$ cat src/rtl/echo_indication_serializer_if.sv
// Echo heard-indication input, host enqueue pipe and sent-count status, grouped as one bundle.
interface echo_indication_serializer_if;
  logic        heard__ENA;
  logic [31:0] heard_meth;
  logic [31:0] heard_v;
  logic        heard__RDY;
  logic        pipe_enq__ENA;
  logic [31:0] pipe_enq_v;
  logic        pipe_enq__RDY;
  logic [31:0] status_sent;

  modport master (
    output heard__ENA, heard_meth, heard_v, pipe_enq__RDY,
    input  heard__RDY, pipe_enq__ENA, pipe_enq_v, status_sent
  );
  modport slave (
    input  heard__ENA, heard_meth, heard_v, pipe_enq__RDY,
    output heard__RDY, pipe_enq__ENA, pipe_enq_v, status_sent
  );
endinterface

$ cat src/rtl/echo_indication_serializer.sv
// Buffers heard(meth, v) indications and serializes each into header/payload words on the host pipe.
// Optional ECHO_SER_CHECKSUM_EN appends a third word (header ^ v) to every message.
module echo_indication_serializer #(
  parameter int DEPTH = 2
) (
  input logic CLK,
  input logic nRST,
  echo_indication_serializer_if.slave bus
);
  localparam int AW = (DEPTH > 2) ? $clog2(DEPTH) : 1;
  localparam logic [AW:0] CNT_FULL = (AW+1)'(DEPTH);
`ifdef ECHO_SER_CHECKSUM_EN
  localparam logic [15:0] LEN = 16'd3;
`else
  localparam logic [15:0] LEN = 16'd2;
`endif

  typedef enum logic [1:0] {S_IDLE, S_HDR, S_PAY, S_CSUM} state_t;

  state_t        state, state_n;
  logic [15:0]   meth_q [DEPTH];
  logic [31:0]   v_q    [DEPTH];
  logic [AW-1:0] wr_ptr, rd_ptr;
  logic [AW:0]   count;
  logic [31:0]   sent;
  logic          push, pop, ena, more;
  logic [31:0]   hdr, word;
  logic          unused_meth_hi;

  assign unused_meth_hi   = ^bus.heard_meth[31:16];
  assign bus.heard__RDY   = (count != CNT_FULL);
  assign push             = bus.heard__ENA & bus.heard__RDY;
  assign hdr              = {meth_q[rd_ptr], LEN};
  // Continue straight into the next header only if something remains after this pop.
  assign more             = (count > (AW+1)'(1));
  assign bus.pipe_enq__ENA = ena;
  assign bus.pipe_enq_v    = word;
  assign bus.status_sent   = sent;

  always_ff @(posedge CLK) begin
    if (!nRST) begin
      state  <= S_IDLE;
      count  <= '0;
      wr_ptr <= '0;
      rd_ptr <= '0;
      sent   <= '0;
    end else begin
      state <= state_n;
      if (push) wr_ptr <= wr_ptr + 1'b1;
      if (pop) begin
        rd_ptr <= rd_ptr + 1'b1;
        sent   <= sent + 32'd1;
      end
      case ({push, pop})
        2'b10:   count <= count + 1'b1;
        2'b01:   count <= count - 1'b1;
        default: ;
      endcase
    end
  end

  always_ff @(posedge CLK) begin
    if (nRST && push) begin
      meth_q[wr_ptr] <= bus.heard_meth[15:0];
      v_q[wr_ptr]    <= bus.heard_v;
    end
  end

  always_comb begin
    state_n = state;
    ena     = 1'b0;
    word    = '0;
    pop     = 1'b0;
    case (state)
      S_IDLE: if (count != '0) state_n = S_HDR;
      S_HDR: begin
        ena  = 1'b1;
        word = hdr;
        if (bus.pipe_enq__RDY) state_n = S_PAY;
      end
      S_PAY: begin
        ena  = 1'b1;
        word = v_q[rd_ptr];
        if (bus.pipe_enq__RDY) begin
`ifdef ECHO_SER_CHECKSUM_EN
          state_n = S_CSUM;
`else
          pop     = 1'b1;
          state_n = more ? S_HDR : S_IDLE;
`endif
        end
      end
      S_CSUM: begin
        ena  = 1'b1;
        word = hdr ^ v_q[rd_ptr];
        if (bus.pipe_enq__RDY) begin
          pop     = 1'b1;
          state_n = more ? S_HDR : S_IDLE;
        end
      end
      default: state_n = S_IDLE;
    endcase
  end
endmodule

$ cat src/flat_wrapper.sv
// flat-port wrapper written by rule: the top's interface ports become plain ports
module echo_indication_serializer_flat 
#(
  parameter int DEPTH = 2
)
  (CLK, nRST, bus_heard__ENA, bus_heard_meth, bus_heard_v, bus_pipe_enq__RDY, bus_heard__RDY, bus_pipe_enq__ENA, bus_pipe_enq_v, bus_status_sent);
  echo_indication_serializer_if bus_i ();
  input logic CLK;
  input logic nRST;
  input wire logic [$bits(bus_i.heard__ENA)-1:0] bus_heard__ENA;
  input wire logic [$bits(bus_i.heard_meth)-1:0] bus_heard_meth;
  input wire logic [$bits(bus_i.heard_v)-1:0] bus_heard_v;
  input wire logic [$bits(bus_i.pipe_enq__RDY)-1:0] bus_pipe_enq__RDY;
  output wire logic [$bits(bus_i.heard__RDY)-1:0] bus_heard__RDY;
  output wire logic [$bits(bus_i.pipe_enq__ENA)-1:0] bus_pipe_enq__ENA;
  output wire logic [$bits(bus_i.pipe_enq_v)-1:0] bus_pipe_enq_v;
  output wire logic [$bits(bus_i.status_sent)-1:0] bus_status_sent;
  assign bus_i.heard__ENA = bus_heard__ENA;
  assign bus_i.heard_meth = bus_heard_meth;
  assign bus_i.heard_v = bus_heard_v;
  assign bus_i.pipe_enq__RDY = bus_pipe_enq__RDY;
  assign bus_heard__RDY = bus_i.heard__RDY;
  assign bus_pipe_enq__ENA = bus_i.pipe_enq__ENA;
  assign bus_pipe_enq_v = bus_i.pipe_enq_v;
  assign bus_status_sent = bus_i.status_sent;
  echo_indication_serializer #(.DEPTH(DEPTH)) u_core (.CLK(CLK), .nRST(nRST), .bus(bus_i));
endmodule
$ cat config.mk
export PLATFORM = sky130hd
export DESIGN_NAME = echo_indication_serializer_flat
export DESIGN_NICKNAME = d
export VERILOG_FILES = /design/src/rtl/echo_indication_serializer_if.sv /design/src/rtl/echo_indication_serializer.sv /design/src/flat_wrapper.sv
export SDC_FILE = /design/constraint.sdc
export NUM_CORES = 1
export LEC_CHECK = 0
export CAP_MARGIN = 20
export CORE_MARGIN = 3
export CORE_UTILIZATION = 45
export CTS_CLUSTER_DIAMETER = 100
export DETAILED_ROUTE_END_ITERATION = 10
export PLACE_DENSITY = 0.76
export SYNTH_ARGS = -nofsm -noshare
export SYNTH_HDL_FRONTEND = slang
export SYNTH_SLANG_ARGS = --single-unit
$ cat constraint.sdc
create_clock -name CLK -period 5.3 [get_ports CLK]
set_clock_uncertainty 0.1 [all_clocks]
set_input_delay 1.06 -clock CLK [delete_from_list [all_inputs] [get_ports CLK]]
set_output_delay 1.06 -clock CLK [all_outputs]
set_load 0.1 [all_outputs]
== Word level (Yosys, flattened, before mapping) ==
Memories as Yosys holds them, arrays and structs flattened. A register that Yosys moved wholly into a read port is not among the register bits.
Cells that the tools add are included.

* Bits in registers: 38
* Output and inout bits: 66
* Bits of input ports: 68
* Word-level logic and storage cells: 47
* Memories kept: 2
* Memory bits (writable): 96

{| class="wikitable"
|+ Memory list
! memory !! depth !! width !! read ports !! clocked after memory_dff !! write ports !! line !! source
|-
| u_core.v_q || 2 || 32 || 1 || 1 || 1 || echo_indication_serializer.sv:22 || <nowiki>logic [31:0] v_q [DEPTH];</nowiki>
|-
| u_core.meth_q || 2 || 16 || 1 || 1 || 1 || echo_indication_serializer.sv:21 || <nowiki>logic [15:0] meth_q [DEPTH];</nowiki>
|}

* Reductions and logical operators: 7
* Add/subtract/negate cells: 5
* Order comparisons: 1
* Bitwise gates (word level): 2
* Muxes and demuxes: 16
* Equal/unequal tests: 9

{| class="wikitable"
|+ Operators with widths
! cell !! count
|-
| $pmux 32 s3 || 1
|-
| $add 32x1->32 const B || 1
|-
| $xor 32x32->32 || 1
|-
| $mux 1 || 10
|-
| $eq 2x2->1 const B || 3
|-
| $mux 2 || 3
|-
| $pmux 2 s3 || 1
|-
| $eq 2x1->1 const B || 2
|-
| $ne 2x1->1 const B || 2
|-
| $ne 2x2->1 const B || 2
|-
| $pmux 2 s2 || 1
|-
| $reduce_bool 2->1 || 2
|-
| $reduce_and 3->1 || 1
|-
| $reduce_or 3->1 || 1
|-
| $add 1x1->1 const B || 2
|-
| $add 2x1->2 const B || 1
|-
| $gt 2x1->1 const B || 1
|-
| $logic_not 2->1 || 1
|-
| $reduce_or 2->1 || 1
|-
| $sub 2x1->2 const B || 1
|-
| $and 1x1->1 || 1
|-
| $logic_and 1x1->1 || 1
|}

== Depth between registers and ports, before layout ==
Gate-level depths: netlist of the first run.

* Depth after elaboration: 5
* Depth in mapped cells: 8
* Mapped depth without buffers: 8

== Worst setup path before layout of the first run ==
OpenSTA, ideal clock, no wires.

* Path kind: in2reg
* Start: input nRST
* End: memory u_core.meth_q[0][0] (enable)
* Arrival time: 4.639 ns
* Required time: 4.687 ns
* Library setup time: 0.513 ns
* Buffers on the path: 1
* Setup slack: 0.048 ns
* Stages on the path: 3
* Cell sequence: inv_1 clkbuf_1 nor3_1

* Longest elaborated chain between the ends: 3

{| class="wikitable"
|+ Ends and longest elaborated chain
! item !! line !! source
|-
| start: declaration || flat_wrapper.sv:9 || <nowiki>input logic nRST;</nowiki>
|-
| $logic_and 1x1->1 || echo_indication_serializer.sv:63 || <nowiki>if (nRST && push) begin</nowiki>
|-
| $mux 1 || echo_indication_serializer.sv:63 ||
|-
| $mux 1 (not written as such) || echo_indication_serializer.sv:64 || <nowiki>meth_q[wr_ptr] <= bus.heard_meth[15:0];</nowiki>
|-
| end: declaration || echo_indication_serializer.sv:21 ||
|}

Every way passes these cells.

==> reports/results.ini, run 1 <==
[run_status]
outcome=finished clean

[layout]
stdcell_count=742
layout.nets=635
area_growth_pct=33.5
fin_area_sq_um=7560
layout.cells.most_common=clkdlybuf4s50_1
mostFrequentLayoutCells=clkdlybuf4s50_1, edfxtp_1, nand2_1
drive_gt1_share_pct=12.5
antenna_cells=0

[clocking]
clk_latency_ns=0.41
cts_buffer_depth=2
cts_tree=built
cts_resized=0
ctsHoldBuffers=0
post_cts_buffers=0
htree_levels=4
cts_root_buf=clkbuf_16
clk_pin_slew_ns=0.05
cts_buffers=17
cts_sinks=135

[synth]
ys_types=33
synth_area_per_cell_sq_um=12.9
synth_cells=439
seq_area_frac_synth_pct=64.7
ys_warn_count=0
syn_nets=512
syn-cell-area_sq_um=5660
synth_seq_cells=135

[die]
dieHeight_um=118
start_util_pct=46.6
core_sq_um=12200
num_rows=40
ios=134
die_area_sq_um=14000
die_w_um=118

[drt]
drc_errors=0
ant_nets=0
drtPass1Iterations=4
routed_wl_um=11900
drt_iter0_markers=203
vias=3830
wl_per_cell_um=16.0
viasPerCell=5.16

[critical_path]
end_kind=primary output
rrSetupSlack_ns=2.97
required_ns=4.14
cp.arrival_ns=3.23
path_max_fanout=36
slowest_stage=clkdlybuf4s50_1
r2r-start=u_core.bus.status_sent[0]
critPathLaunchType=register
rr_endpoint=u_core.bus.status_sent[28]
critPathCapture=bus_pipe_enq_v[31]
crit_type=reg2out
cp_cell_sequence=mux2_2 > nand2_1 > xor2_1 > clkdlybuf4s50_1
ff2ff_path_depth=5
cpPeakStageDelay_ns=1.17

[timing]
hold_violations=0
finalCritPeriodShare_pct=82.9
setup_viol=0
slew_viol_final=0
final.min_clock_period_ns=4.39
fin_ws_ns=0.907
relSlewSlack_pct=31.4
max_freq_ghz=0.228
worstMarginPinSlew_ns=1.03
setup_tns_ns=0
rsz0062_at_grt=no

[job]
drv_cap=0

[power]
p_total_mw=2.75
vdd_drop_max_mv=0.345
pwr_density_cell_nw_per_um2=364
cellLeakagePower_nw=2.44

[place]
place_area_sq_um=7040
portBuffers=117
dp_hpwl_um=7820
dp_cells=710
place_ws_ns=1.30
place_congestion=0.795

[grt]
grt_pass1_wl_um=19200
gr-usage-all-layers_pct=17.3
grt_max_degree=49
grt_overflow=0
grt_pass1_vias=3841
antenna_found_initial=0

[worst_hold_path]
min_path_type=reg2reg
min_from=u_core.bus.status_sent[31]

-- cell families (layout without fill, tap and decap cells) --
logic type	count (synthesis)	in the layout	share of synthesized area, %
xor+xnor	30	30	4.64
fa+ha+maj	5	5	1.10
buf+inv	31	166	2.23
compound gates	45	45	4.55
flops	135	135	64.7
mux	49	49	9.39
simple gates	144	144	13.4
-- cells in the mapped netlist --
master / n / area, sq um
edfxtp_1: 96 / 2880
nand2_1: 48 / 180
dfxtp_1: 39 / 781
mux2_2: 33 / 372
xor2_1: 24 / 210
a21oi_1: 23 / 115
nor2b_1: 17 / 106
mux2i_1: 16 / 160
nor2_1: 16 / 60.1
clkbuf_1: 14 / 52.6
or4_1: 14 / 105
inv_1: 12 / 45.0
nand3_1: 12 / 60.1
o31ai_1: 12 / 90.1
o21ai_0: 9 / 45.0
or3_1: 9 / 56.3
nand4_1: 6 / 37.5
xnor2_1: 6 / 52.6
and3_1: 5 / 31.3
ha_1: 5 / 62.6
nor3_1: 5 / 25.0
and4_1: 4 / 35.0
buf_1: 2 / 7.51
buf_2: 2 / 10.0
nand2b_1: 2 / 12.5
a211oi_1: 1 / 7.51
and2_1: 1 / 6.26
buf_6: 1 / 11.3
nand3b_1: 1 / 7.51
nand4_2: 1 / 12.5
nor4_1: 1 / 6.26
or2_2: 1 / 6.26
or4_4: 1 / 11.3
-- metrics by stage --
stage,util (%),hold WS [ns]
after CTS,61.9,0.384
after floorplan,-,0.372
after global routing,62.2,0.416
final,62.2,0.385
after global placement,57.5,0.367
after detailed placement,57.9,0.380
-- how the worst min path moves through the flow --
stage	endpoint	slack (ns)	cells past startpoint
6_report	u_core.bus.status_sent[31]	0.39	2
5_1_grt	u_core.bus.status_sent[31]	0.42	2
4_1_cts	u_core.bus.status_sent[31]	0.38	2
3_5_place_dp	u_core.bus.status_sent[31]	0.38	2
3_3_place_gp	u_core.bus.status_sent[31]	0.37	2
2_1_floorplan	register	0.37	2
-- area by class of cell --
| type | count | area, sq um |
|---|---|---|
| Fill cell | 955 | 4600 |
| Sequential cell | 135 | 3660 |
| Multi-Input combinational cell | 273 | 1880 |
| Timing Repair Buffer | 123 | 1260 |
| Clock buffer | 19 | 433 |
| Tap cell | 168 | 210 |
| Clock inverter | 12 | 63.8 |
| Inverter | 12 | 45.0 |
-- routing by layer --
layer / vias to the layer above / GRT usage (%) / share of wire, %
met1: 1844 / 20.1 / 42
li1: 1853 / - / -
met2: 114 / 30.0 / 51
met4: 0 / 7.40 / 2.0
met5: - / 0 / 0
met3: 19 / 4.93 / 4.9
-- worst max-delay path, delay by kind of cell (launching register included) --
kind,cells,cell delay [ns]
xor+xnor,1,0.22
flops,1,0.91
buf+inv,1,1.17
mux,1,0.42
simple gates,1,0.08
-- where the power goes --
group          leakage, nW  total, mW  internal, mW  switching (mW)
Combinational         1.00      0.539         0.160           0.379
Sequential            1.19       1.23          1.19          0.0340
Clock                0.242      0.989         0.582           0.407
-- registers in the layout, summed over array words and instances (netlist names), named ones only --
signal and cells:
u_core.v_q 64, u_core.meth_q 32, u_core.bus.status_sent 32, u_core.rd_ptr 1, u_core.state 2, u_core.wr_ptr 1, u_core.count 2
Note: power is estimated with default switching activity, not from simulation.
==> run 2: changes to the inputs <==
--- a/config.mk
+++ b/config.mk
@@ -7,10 +7,10 @@
 export LEC_CHECK = 0
 export CAP_MARGIN = 20
 export CORE_MARGIN = 3
-export CORE_UTILIZATION = 45
+export CORE_UTILIZATION = 50
 export CTS_CLUSTER_DIAMETER = 100
 export DETAILED_ROUTE_END_ITERATION = 10
-export PLACE_DENSITY = 0.76
+export PLACE_DENSITY = 0.8
 export SYNTH_ARGS = -nofsm -noshare
 export SYNTH_HDL_FRONTEND = slang
 export SYNTH_SLANG_ARGS = --single-unit
==> constraint.sdc (replaced) <==
create_clock -name CLK -period 4.2 [get_ports CLK]
set_clock_uncertainty 0.1 [all_clocks]
set_input_delay 0.84 -clock CLK [delete_from_list [all_inputs] [get_ports CLK]]
set_output_delay 0.84 -clock CLK [all_outputs]
set_load 0.1 [all_outputs]
==> run 2 against run 1 <==
Global-route usage is 1.5 points higher. Critical path depth unchanged. Count of clock-buffer cells in the layout increased by 2. Combinational power increased by 22%. Largest cell class unchanged. Final cell count down 3.6%. Wire length decreased by 3.0%. Worst setup slack worse by 0.076 ns. Non-clock buffer count unchanged. Power rose by 34%. Clock power rose by 51%. Highest routed layer unchanged. Utilization increased by 6.6 points. Design area shrank 0.60%.
==> reports/results.ini, run 2 (synthesized netlist as in run 1, its figures left out) <==
[job]
drv_cap=0  ; unchanged

[critical_path]
path_delay_family=flip-flops  ; was buffers and inverters
slowest_stage=dfxtp_2  ; was clkdlybuf4s50_1
rrSetupSlack_ns=1.73  ; was 2.97 ns
required_ns=3.26  ; was 4.14 ns
rr_endpoint=u_core.bus.status_sent[28]  ; unchanged
cp_cell_sequence=mux2_2 > nand2_1 > xor2_1 > buf_4  ; was mux2_2 > nand2_1 > xor2_1 > clkdlybuf4s50_1
critPathBufInv=1  ; unchanged
ff2ff_path_depth=5  ; unchanged
r2r-start=u_core.state[1]  ; was u_core.bus.status_sent[0]
cpPeakStageDelay_ns=0.96  ; was 1.17 ns
crit_type=reg2out  ; unchanged
path_max_fanout=38  ; was 36
critPathLaunchType=register  ; unchanged
end_kind=primary output  ; unchanged
cp.arrival_ns=2.43  ; was 3.23 ns

[grt]
grt_pass1_wl_um=18800  ; was 19200 um
antenna_found_initial=0  ; unchanged
gr-usage-all-layers_pct=18.8  ; was 17.3%
grt_pass1_vias=3839  ; was 3841
grt_max_degree=49  ; unchanged
grt_overflow=0  ; unchanged

[layout]
final_util_pct=68.7  ; was 62.2%
layout.cells.most_common=edfxtp_1  ; was clkdlybuf4s50_1
area_growth_pct=32.7  ; was 33.5%
layout.nets=635  ; unchanged
antenna_cells=0  ; unchanged
mostFrequentLayoutCells=edfxtp_1, clkdlybuf4s50_1, nand2_1  ; was clkdlybuf4s50_1, edfxtp_1, nand2_1
drive_gt1_share_pct=18.8  ; was 12.5%
largest_register_ffs=64  ; unchanged
stdcell_count=715  ; was 742
top_register=u_core.v_q  ; unchanged

[place]
portBuffers=117  ; unchanged
dp_cells=683  ; was 710
place_congestion=0.840  ; was 0.795
dp_hpwl_um=7490  ; was 7820 um

[die]
core_sq_um=10900  ; was 12200 sq um
ios=134  ; unchanged
dieHeight_um=112  ; was 118 um
start_util_pct=51.8  ; was 46.6%
num_rows=38  ; was 40
die_area_sq_um=12600  ; was 14000 sq um
die_w_um=112  ; was 118 um

[clocking]
clk_latency_ns=0.41  ; about the same
ctsHoldBuffers=0  ; unchanged
cts_buffer_depth=2  ; unchanged
htree_levels=4  ; unchanged
cts_buffers=17  ; unchanged
clk_pin_slew_ns=0.06  ; was 0.05 ns
cts_root_buf=clkbuf_16  ; unchanged
cts_resized=0  ; unchanged
post_cts_buffers=0  ; unchanged
cts_tree=built  ; unchanged
cts_sinks=135  ; unchanged

[timing]
relSlewSlack_pct=33.7  ; was 31.4%
setup_tns_ns=0  ; unchanged
slew_viol_final=0  ; unchanged
max_freq_ghz=0.297
setup_viol=0  ; unchanged
hold_violations=0  ; unchanged
worstMarginPinSlew_ns=0.992  ; was 1.03 ns
rsz0062_at_grt=no  ; unchanged
final.min_clock_period_ns=3.37
finalCritPeriodShare_pct=80.2

[worst_hold_path]
min_from=u_core.bus.status_sent[31]  ; unchanged
min_to=u_core.bus.status_sent[31]  ; unchanged
min_path_type=reg2reg  ; unchanged
whs_path_depth=2  ; unchanged

[drt]
routed_wl_um=11500  ; was 11900 um
drt_iter0_markers=178  ; was 203
wl_per_cell_um=16.1  ; was 16.0 um
drtPass1Iterations=6  ; was 4
drc_errors=0  ; unchanged
vias=3797  ; was 3830
viasPerCell=5.31  ; was 5.16
ant_nets=0  ; unchanged

[power]
pwr_density_cell_nw_per_um2=492  ; was 364 nW/um^2
vdd_drop_max_mv=0.385  ; was 0.345 mV
cellLeakagePower_nw=2.52  ; was 2.44 nW

[run_status]
outcome=finished clean  ; unchanged

-- run 2: cell types whose count changed in the layout (fill, tap and decap cells not counted), sizes merged --
cell | previous run | this run
clkdlybuf4s50 | 115 | 84
buf | 8 | 39
bufinv | 0 | 3
clkinv | 10 | 3
clkbuf | 19 | 21
clkinvlp | 2 | 5
-- run 2: area by class of cell --
| class | count | area, sq um |
|---|---|---|
| inverters | 12 | 45.0 |
| fillers | 765 | 3420 |
| clock inverters | 11 | 150 |
| clock buffers | 21 | 460 |
| multi-input cells | 273 | 1890 |
| well taps | 140 | 175 |
| flip-flops and latches | 135 | 3660 |
| repair buffers | 123 | 1130 |
-- run 2: through the flow --
step           hold WS [ns]  worst slack [ns]  total power [mW]  area, sq um
2_1_floorplan         0.372             0.462              2.05         5670
3_3_place_gp          0.366              1.10              2.22         6910
3_5_place_dp          0.379              1.02              2.23         6910
4_1_cts               0.387             0.815              3.73         7520
5_1_grt               0.426             0.718              3.82         7520
6_report              0.390             0.832              3.69         7520
-- run 2: how the worst max path moves through the flow --
| stage | to | startpoint | cells after the start | slack (ns) |
|---|---|---|---|---|
| 4_1_cts | bus_pipe_enq_v[26] | register | 4 | 0.81 |
| 6_report | bus_pipe_enq_v[27] | register | 4 | 0.83 |
| 3_3_place_gp | u_core.bus.status_sent[31] | bus_pipe_enq__RDY | 5 | 1.10 |
| 5_1_grt | bus_pipe_enq_v[23] | register | 4 | 0.72 |
| 3_5_place_dp | u_core.bus.status_sent[31] | bus_pipe_enq__RDY | 5 | 1.02 |
| 2_1_floorplan | bus_pipe_enq_v[21] | register | 5 | 0.46 |
-- run 2: metal layers --
layer  global-route usage [%]  vias to the layer above  share of wire, %
li1                         -                     1859                 -
met1                     23.7                     1820                43
met2                     31.5                       99                50
met3                     4.91                       19               4.5
met4                     7.13                        0               2.3
met5                        0                        -                 0
-- run 2: report_power, final --
part           switching, mW  internal (mW)  total (mW)  leakage (nW)
Sequential            0.0436           1.50        1.55          1.19
Combinational          0.476          0.181       0.657          1.04
Clock                  0.526          0.965        1.49         0.282
Total                   1.05           2.65        3.69          2.52
-- run 2: worst register-to-register path, cell delays in order, from the launching register on --
cell	delay, ns
dfxtp_1	0.34
buf_4	0.37
and4_1	0.38
nand4_1	0.44
or4_1	0.64
a21oi_1	0.14
==> run 3: changes to the inputs <==
--- a/config.mk
+++ b/config.mk
@@ -7,10 +7,10 @@
 export LEC_CHECK = 0
 export CAP_MARGIN = 20
 export CORE_MARGIN = 3
-export CORE_UTILIZATION = 50
+export CORE_UTILIZATION = 45
 export CTS_CLUSTER_DIAMETER = 100
 export DETAILED_ROUTE_END_ITERATION = 10
-export PLACE_DENSITY = 0.8
+export PLACE_DENSITY = 0.76
 export SYNTH_ARGS = -nofsm -noshare
 export SYNTH_HDL_FRONTEND = slang
 export SYNTH_SLANG_ARGS = --single-unit
==> constraint.sdc (replaced) <==
create_clock -name CLK -period 2.9 [get_ports CLK]
set_clock_uncertainty 0.1 [all_clocks]
set_input_delay 0.58 -clock CLK [delete_from_list [all_inputs] [get_ports CLK]]
set_output_delay 0.58 -clock CLK [all_outputs]
set_load 0.1 [all_outputs]
==> run 3 against run 2 <==
Non-clock buffer count rose by 5. Worst setup slack got worse by 0.56 ns. Design area rose by 7.2%. Die area rose by 10%.
==> reports/results.ini, run 3 (synthesized netlist as in run 1, its figures left out) <==
[grt]
grt_overflow=0  ; unchanged
grt_pass1_wl_um=19600  ; was 18800 um
grt_pass1_vias=3921  ; was 3839
gr-usage-all-layers_pct=17.9  ; was 18.8%
grt_max_degree=39  ; was 49
antenna_found_initial=0  ; unchanged

[clocking]
post_cts_buffers=0  ; unchanged
ctsHoldBuffers=0  ; unchanged
cts_buffer_depth=2  ; unchanged
cts_buffers=17  ; unchanged
cts_tree=built  ; unchanged
cts_root_buf=clkbuf_16  ; unchanged
htree_levels=4  ; unchanged
clk_pin_slew_ns=0.05  ; was 0.06 ns
cts_sinks=135  ; unchanged
clk_latency_ns=0.41  ; about the same
cts_resized=0  ; unchanged

[place]
place_ws_ns=0.122  ; was 1.02 ns
place_congestion=0.838  ; was 0.840
dp_hpwl_um=8120  ; was 7490 um
portBuffers=117  ; unchanged

[die]
die_w_um=118  ; was 112 um
die_area_sq_um=14000  ; was 12600 sq um
num_rows=40  ; was 38
ios=134  ; unchanged
core_sq_um=12200  ; was 10900 sq um
start_util_pct=46.6  ; was 51.8%
dieHeight_um=118  ; was 112 um

[drt]
m1WireLength_um=5020  ; was 5010 um
routed_wl_um=12000  ; was 11500 um
drt_iter0_markers=247  ; was 178
viasPerCell=5.15  ; was 5.31
route.met2.wl_um=6160  ; was 5740 um
vias=3853  ; was 3797
drc_errors=0  ; unchanged
maxUsedRoutingLayer=met4  ; unchanged
drtPass1Iterations=4  ; was 6
ant_nets=0  ; unchanged
wl_met3_um=714  ; was 519 um
wl_per_cell_um=16.1  ; about the same

[critical_path]
critPathLaunchType=register  ; unchanged
end_kind=primary output  ; unchanged
path_delay_family=buffers and inverters  ; was flip-flops
path_max_fanout=37  ; was 38
path_common_cell=buf_12
cp.arrival_ns=1.95  ; was 2.43 ns
ff2ff_path_depth=4  ; was 5
critPathBufInv=2  ; was 1
slowest_stage=mux2_2  ; was dfxtp_2
required_ns=2.22  ; was 3.26 ns
cp_cell_sequence=buf_12 > mux2_2 > nand2_1 > xor2_2 > buf_12  ; was mux2_2 > nand2_1 > xor2_1 > buf_4
crit_type=reg2out  ; unchanged
cpPeakStageDelay_ns=0.36  ; was 0.96 ns
cp_num_cells=5  ; was 4

[worst_hold_path]
whs_path_depth=2  ; unchanged
min_path_type=reg2reg  ; unchanged

[layout]
multiInputGateArea_sq_um=2090  ; was 1890 sq um
drive_gt1_share_pct=30.0  ; was 18.8%
mostFrequentLayoutCells=edfxtp_1, clkdlybuf4s50_1, nand2_1  ; unchanged
area_growth_pct=42.2  ; was 32.7%
top_register=u_core.v_q  ; unchanged
layout.cells.most_common=edfxtp_1  ; unchanged
register_area_sq_um=3660  ; unchanged
largest_register_ffs=64  ; unchanged
layout.nets=640  ; was 635
antenna_cells=0  ; unchanged
fillers=880  ; was 765

[timing]
setup_tns_ns=0  ; unchanged
setup_viol=0  ; unchanged
final.min_clock_period_ns=2.63
hold_violations=0  ; unchanged
fin_ws_ns=0.272  ; was 0.832 ns
rsz0062_at_grt=no  ; unchanged
relSlewSlack_pct=69.1  ; was 33.7%
worstMarginPinSlew_ns=0.463  ; was 0.992 ns
finalCritPeriodShare_pct=90.6
slew_viol_final=0  ; unchanged
max_freq_ghz=0.380

[power]
cellLeakagePower_nw=2.74  ; was 2.52 nW
vdd_drop_max_mv=0.482  ; was 0.385 mV
pwr_density_cell_nw_per_um2=663  ; was 492 nW/um^2

[run_status]
outcome=finished clean  ; unchanged

[job]
drv_cap=0  ; unchanged

[run 3: power breakdown]
group / switching (mW) / internal (mW) / total (mW)
clock: 0.735 / 1.16 / 1.89
sequential: 0.0407 / 2.18 / 2.22
combinational: 0.782 / 0.454 / 1.24
[run 3: through the flow]
step | power, mW | area, sq um | hold WS (ns) | instances | utilization [%]
2_1_floorplan | 3.02 | 5870 | 0.372 | 439 | -
3_3_place_gp | 3.48 | 7530 | 0.372 | 716 | 61.9
3_5_place_dp | 3.50 | 7530 | 0.375 | 716 | 61.9
4_1_cts | 5.41 | 8060 | 0.384 | 748 | 66.2
5_1_grt | 5.55 | 8060 | 0.413 | 748 | 66.2
6_report | 5.34 | 8060 | 0.382 | 748 | 66.2
[run 3: worst paths after layout]
path | start | slack, ns | endpoint
hold reg to reg | u_core.bus.status_sent[31] | 0.38 | u_core.bus.status_sent[31]
hold / removal | u_core.bus.status_sent[31] | 0.38 | u_core.bus.status_sent[31]
setup reg to reg | u_core.bus.status_sent[13] | 0.67 | u_core.bus.status_sent[28]
setup / recovery | register | 0.27 | bus_pipe_enq_v[25]
[run 3: layout make-up]
type,instances,area share (%)
well taps,168,2.61
clock buffers,20,5.42
inverters,12,0.559
multi-input cells,273,25.9
flip-flops and latches,135,45.5
repair buffers,128,18.9
clock inverters,12,1.07
[run 3: routing by layer]
| metal | vias up | GRT usage (%) |
|---|---|---|
| met1 | 1884 | 21.5 |
| met3 | 11 | 6.51 |
| met5 | - | 0 |
| met4 | 0 | 5.49 |
| met2 | 106 | 30.1 |
| li1 | 1852 | - |
[run 3: worst register-to-register path: stages (launching register included)]
cell	delay, ns
dfxtp_1	0.43
nand4_1	0.26
or4_1	0.76
or4_1	0.46
a21oi_1	0.15
